### src/rtl/cordic_stream.sv
// cordic_stream: fully pipelined CORDIC with per-sample rotation/vectoring mode and valid/ready flow control.
// Define CORDIC_GAIN_COMP_EN to add a registered 1/K gain-compensation output stage (one extra cycle of latency).
module cordic_stream #(
    parameter int BIT_WIDTH  = 8,
    parameter int ITERATIONS = 16
) (
    input  logic                        clk,
    input  logic                        rst_n,
    input  logic                        in_valid,
    output logic                        in_ready,
    input  logic                        in_mode,
    input  logic signed [BIT_WIDTH-1:0] Xin,
    input  logic signed [BIT_WIDTH-1:0] Yin,
    input  logic        [31:0]          angle,
    output logic                        out_valid,
    input  logic                        out_ready,
    output logic signed [BIT_WIDTH+1:0] Xout,
    output logic signed [BIT_WIDTH+1:0] Yout,
    output logic        [31:0]          Zout
);

    localparam int          W       = BIT_WIDTH + 2;
    localparam logic [31:0] QUARTER = 32'h4000_0000;

    typedef logic signed [W-1:0] xy_t;

    // round(atan(2^-i) * 2^32 / (2*pi))
    function automatic logic [31:0] atan_lut(input int i);
        case (i)
            0:  return 32'h2000_0000;  1:  return 32'h12E4_051E;
            2:  return 32'h09FB_385B;  3:  return 32'h0511_11D4;
            4:  return 32'h028B_0D43;  5:  return 32'h0145_D7E1;
            6:  return 32'h00A2_F61E;  7:  return 32'h0051_7C55;
            8:  return 32'h0028_BE53;  9:  return 32'h0014_5F2F;
            10: return 32'h000A_2F98;  11: return 32'h0005_17CC;
            12: return 32'h0002_8BE6;  13: return 32'h0001_45F3;
            14: return 32'h0000_A2FA;  15: return 32'h0000_517D;
            16: return 32'h0000_28BE;  17: return 32'h0000_145F;
            18: return 32'h0000_0A30;  19: return 32'h0000_0518;
            20: return 32'h0000_028C;  21: return 32'h0000_0146;
            22: return 32'h0000_00A3;  23: return 32'h0000_0051;
            24: return 32'h0000_0029;  25: return 32'h0000_0014;
            26: return 32'h0000_000A;  27: return 32'h0000_0005;
            28: return 32'h0000_0003;  29: return 32'h0000_0001;
            default: return 32'h0;
        endcase
    endfunction

    // Index 0 is the pre-rotation register; index i+1 is the output of micro-rotation stage i.
    xy_t         x_q [ITERATIONS+1];
    xy_t         y_q [ITERATIONS+1];
    logic [31:0] z_q [ITERATIONS+1];
    logic        v_q [ITERATIONS+1];
    logic        m_q [ITERATIONS];

    xy_t         x_nxt [ITERATIONS];
    xy_t         y_nxt [ITERATIONS];
    logic [31:0] z_nxt [ITERATIONS];

    xy_t         xs, ys, pre_x, pre_y;
    logic [31:0] pre_z;
    logic        stall;

    assign xs = xy_t'(Xin);
    assign ys = xy_t'(Yin);

    // Quadrant pre-rotation by +/-90 degrees brings every input into the CORDIC convergence range.
    // NOTE: every always_comb output gets a default first so no path can infer a latch.
    always_comb begin
        pre_x = xs;
        pre_y = ys;
        pre_z = angle;
        if (!in_mode) begin
            if (angle[31:30] == 2'b01) begin
                pre_x = -ys;
                pre_y = xs;
                pre_z = angle - QUARTER;
            end else if (angle[31:30] == 2'b10) begin
                pre_x = ys;
                pre_y = -xs;
                pre_z = angle + QUARTER;
            end
        end else begin
            pre_z = '0;
            if (xs < 0) begin
                if (ys >= 0) begin
                    pre_x = ys;
                    pre_y = -xs;
                    pre_z = QUARTER;
                end else begin
                    pre_x = -ys;
                    pre_y = xs;
                    pre_z = -QUARTER;
                end
            end
        end
    end

    always_comb begin
        for (int i = 0; i < ITERATIONS; i++) begin
            if (m_q[i] ? y_q[i][W-1] : !z_q[i][31]) begin
                x_nxt[i] = x_q[i] - (y_q[i] >>> i);
                y_nxt[i] = y_q[i] + (x_q[i] >>> i);
                z_nxt[i] = z_q[i] - atan_lut(i);
            end else begin
                x_nxt[i] = x_q[i] + (y_q[i] >>> i);
                y_nxt[i] = y_q[i] - (x_q[i] >>> i);
                z_nxt[i] = z_q[i] + atan_lut(i);
            end
        end
    end

    // NOTE: datapath registers are reset along with the valid bits so outputs read zero straight out of reset;
    // all sequential state uses non-blocking assignments so every stage samples its predecessor's old value.
    always_ff @(posedge clk or negedge rst_n) begin
        if (!rst_n) begin
            for (int i = 0; i <= ITERATIONS; i++) begin
                x_q[i] <= '0;
                y_q[i] <= '0;
                z_q[i] <= '0;
                v_q[i] <= 1'b0;
            end
            for (int i = 0; i < ITERATIONS; i++) m_q[i] <= 1'b0;
        end else if (!stall) begin
            v_q[0] <= in_valid;
            m_q[0] <= in_mode;
            x_q[0] <= pre_x;
            y_q[0] <= pre_y;
            z_q[0] <= pre_z;
            for (int i = 0; i < ITERATIONS; i++) begin
                v_q[i+1] <= v_q[i];
                x_q[i+1] <= x_nxt[i];
                y_q[i+1] <= y_nxt[i];
                z_q[i+1] <= z_nxt[i];
            end
            for (int i = 1; i < ITERATIONS; i++) m_q[i] <= m_q[i-1];
        end
    end

`ifdef CORDIC_GAIN_COMP_EN
    localparam int                PW        = W + 18;
    localparam logic signed [17:0] GAIN_COMP = 18'sd39797;

    logic signed [PW-1:0] x_prod, y_prod;
    xy_t                  x_g, y_g;
    logic [31:0]          z_g;
    logic                 v_g;

    assign x_prod = PW'(x_q[ITERATIONS]) * PW'(GAIN_COMP);
    assign y_prod = PW'(y_q[ITERATIONS]) * PW'(GAIN_COMP);

    always_ff @(posedge clk or negedge rst_n) begin
        if (!rst_n) begin
            v_g <= 1'b0;
            x_g <= '0;
            y_g <= '0;
            z_g <= '0;
        end else if (!stall) begin
            v_g <= v_q[ITERATIONS];
            x_g <= xy_t'(x_prod >>> 16);
            y_g <= xy_t'(y_prod >>> 16);
            z_g <= z_q[ITERATIONS];
        end
    end

    assign out_valid = v_g;
    assign Xout      = x_g;
    assign Yout      = y_g;
    assign Zout      = z_g;
`else
    assign out_valid = v_q[ITERATIONS];
    assign Xout      = x_q[ITERATIONS];
    assign Yout      = y_q[ITERATIONS];
    assign Zout      = z_q[ITERATIONS];
`endif

    // The whole pipeline freezes while the consumer refuses a presented result.
    assign stall    = out_valid & ~out_ready;
    assign in_ready = ~stall;

endmodule

### config.mk
export PLATFORM = sky130hd
export DESIGN_NAME = cordic_stream
export DESIGN_NICKNAME = d
export VERILOG_FILES = /design/src/rtl/cordic_stream.sv
export SDC_FILE = /design/constraint.sdc
export NUM_CORES = 2
export LEC_CHECK = 0
export ABC_AREA = 1
export CORE_MARGIN = 1
export CORE_UTILIZATION = 50
export CTS_CLUSTER_DIAMETER = 30
export DETAILED_ROUTE_END_ITERATION = 12
export PLACE_DENSITY_LB_ADDON = 0.2
export SETUP_SLACK_MARGIN = 0.15
export SLEW_MARGIN = 30
export SYNTH_ARGS = -nofsm -noshare
export SYNTH_HDL_FRONTEND = slang
export SYNTH_SLANG_ARGS = --single-unit
### constraint.sdc
create_clock -name clk -period 4.4 [get_ports clk]
set_clock_uncertainty 0.1 [all_clocks]
set_input_delay 1.1 -clock clk [delete_from_list [all_inputs] [get_ports clk]]
set_output_delay 1.1 -clock clk [all_outputs]
set_load 0.05 [all_outputs]
==> reports/qor.csv <==
metric,value,unit
hold buffer count at CTS,0,
largest cells by area after synthesis,"dfrtp_1 28%, nand2_1 22%, inv_1 9.2%",
status,completed,
sequential element share of the synthesized area,0.278,
final wirelength,241,mm
top routing layer in use,met5,
FMAX,271,MHz
Clock Path Buffers,3,
worst slew pin tran,1.03,ns
port bufs,106,
Post-synth EDFFs,0,
Post-Syn Instances,13200,
start-to-end type of the worst setup path,in -> out,
Worst Slack Setup Final,0.703,ns
number of maximum-capacitance violations,0,
Die Area,166000,µm²
Slew HR,0.310,
drt wl/cell,15.3,µm
vias,82400,
worst path arrival time,2.50,ns
first-pass GRT wire length,394,mm
Total GRT Usage,0.285,
total CTS buffers,241,
Worst Path Max Fanout,2,
slowest CP cell,clkdlybuf4s50_1,
CORE AREA,163000,µm²
Final Critical Period,3.70,ns
total I/O pin count,107,
synthesized area,82400,µm²
YS warnings,0,
Worst Setup End Kind,primary output,
Slew Limit Fails,0,
"slowest stage delay, CP",0.80,ns
CTS H-Tree Depth,4,
"FF+latch count, synth",916,
setup_tns,0,ns
RSZ-0062 raised after global routing,no,
Clock Tree Root,clkbuf_16,
NumNets Final,14000,
clock slew at reported path FFs,0.05,ns
row count,148,
wire length on met2,111,mm
area delta synth->final,14.4,%
die extent in y,408,µm
Final Wtd Congestion,0.958,
Hold WC Path Type,in -> async,
CTS tree,done,
CP Launch Type,input pin,
initial antenna violation count,1,
vias in the first global route,78500,
antenna-violating nets left,0,
Synth async-reset ratio,1.00,
Post-Syn Nets,13900,
drt pass-1 iters,8,
CP bufs+invs,2,
post-detail-place hpwl,187,mm
Cell variety after synth,58,
share of layout cells above drive strength 1,0.0529,
synth cell count leaders,"4886 x nand2_1, 2024 x inv_1, 925 x nor2_1",
CP cell instances,clkdlybuf4s50_1 > or2_4 > clkdlybuf4s50_1,
"most used cell, CP",clkdlybuf4s50_1,
"Top FF cell, synth",dfrtp_1,
routed length on met1,114,mm
DRC violations left,0,
DR WL met3,10.1,mm
Detailed Route Iter0 Violations,5644,
"Req. time, crit path",3.20,ns
clk sinks,916,
Initial Utilization,0.505,
Final Hold Vio Count,0,
# setup viols final,0,
largest net degree at the start of global routing,183,
post-CTS setup buffers,0,
Yosys top cell by area,dfrtp_1,
Syn Area/Cell,6.22,µm²
"CP delay by family, top",buffers and inverters,
DP Worst Slack,0.437,ns
top cell type's share of synthesized area,0.278,
CTS resizes,0,
"count leader, synth",nand2_1,
die width,408,µm
GR Overflow Total,0,
"Clk Latency, worst-skew pair",0.85,ns
Via density,5.24,
period utilization,0.840,
==> metrics by stage <==
stage	util	hold WS (ns)	instances	cell area (µm²)
after CTS	0.578	0.173	15700	94300
after floorplan	-	0.320	13200	82400
after detailed placement	0.523	0.363	15300	85300
final	0.578	0.226	15700	94300
after global placement	0.523	0.355	15300	85300
after global routing	0.578	0.223	15700	94300
==> cells by family (layout without fill, tap and decap cells) <==
| kind of cell | after synthesis | count (layout) | share of synthesized area |
|---|---|---|---|
| buf+inv | 2401 | 2707 | 0.116 |
| fa+ha+maj | 596 | 596 | 0.0930 |
| xor+xnor | 308 | 308 | 0.0328 |
| flops | 916 | 916 | 0.278 |
| compound gates | 1910 | 1910 | 0.129 |
| simple gates | 7112 | 7112 | 0.351 |
| other cells | 0 | 1 | 0 |
==> per-layer routing <==
| metal | vias to the layer above | track usage |
|---|---|---|
| met2 | 1752 | 0.471 |
| met5 | - | 0 |
| met1 | 38100 | 0.388 |
| met4 | 2 | 0.0903 |
| met3 | 397 | 0.0332 |
| li1 | 42200 | - |
==> layout make-up <==
cell class	count	area, µm²
inverter	2067	7770
timing repair buffer	181	1950
fill	16100	68900
multi-input combinational	9926	49900
clock buffer	298	6540
tap	2175	2720
sequential	916	22900
antenna	1	2.50
clock inverter	161	2450
==> sequential cells by signal, summed over array words and instances, names as in the netlist <==
register	flops
m_q	16
y_q	159
v_q	16
out_valid	1
x_q	160
z_q	512
Yout	10
Zout	32
Xout	10
==> final timing paths <==
path | start | depth (start not counted) | to | slack (ns)
setup / recovery | out_ready | 3 | in_ready | 0.70
hold / removal | rst_n | 1 | Xout[2] | 0.23
setup reg to reg | y_q[99] | 15 | x_q[89] | 0.97
hold reg to reg | v_q[9] | 2 | v_q[8] | 0.36
max in group asynchronous | rst_n | 2 | z_q[219] | 2.95
min in group clk | v_q[9] | 2 | v_q[8] | 0.36
==> placed cells by master, fill, tap and decap left out, types with 28 or more instances in the layout <==
master / count
ha_1: 569
nor2_1: 924
inv_2: 40
clkdlybuf4s50_1: 105
o21ai_1: 47
nand2_2: 80
buf_4: 49
nand4_1: 80
o21bai_1: 52
a22o_1: 35
clkinvlp_4: 30
nor2_2: 33
inv_1: 2024
clkbuf_1: 28
nand2_1: 4886
nor3_1: 105
clkbuf_16: 241
clkbuf_8: 29
a41oi_1: 46
xnor2_1: 55
nand3b_1: 56
clkinv_2: 34
dfrtp_1: 916
nand3_1: 880
o21ai_0: 856
bufinv_16: 48
a21oi_1: 615
o22ai_1: 57
xor2_1: 252
a21o_1: 28
Power is left out: the tool's default activity adds up to more than one toggle a clock period on the data nets, which glitch-free logic cannot reach.
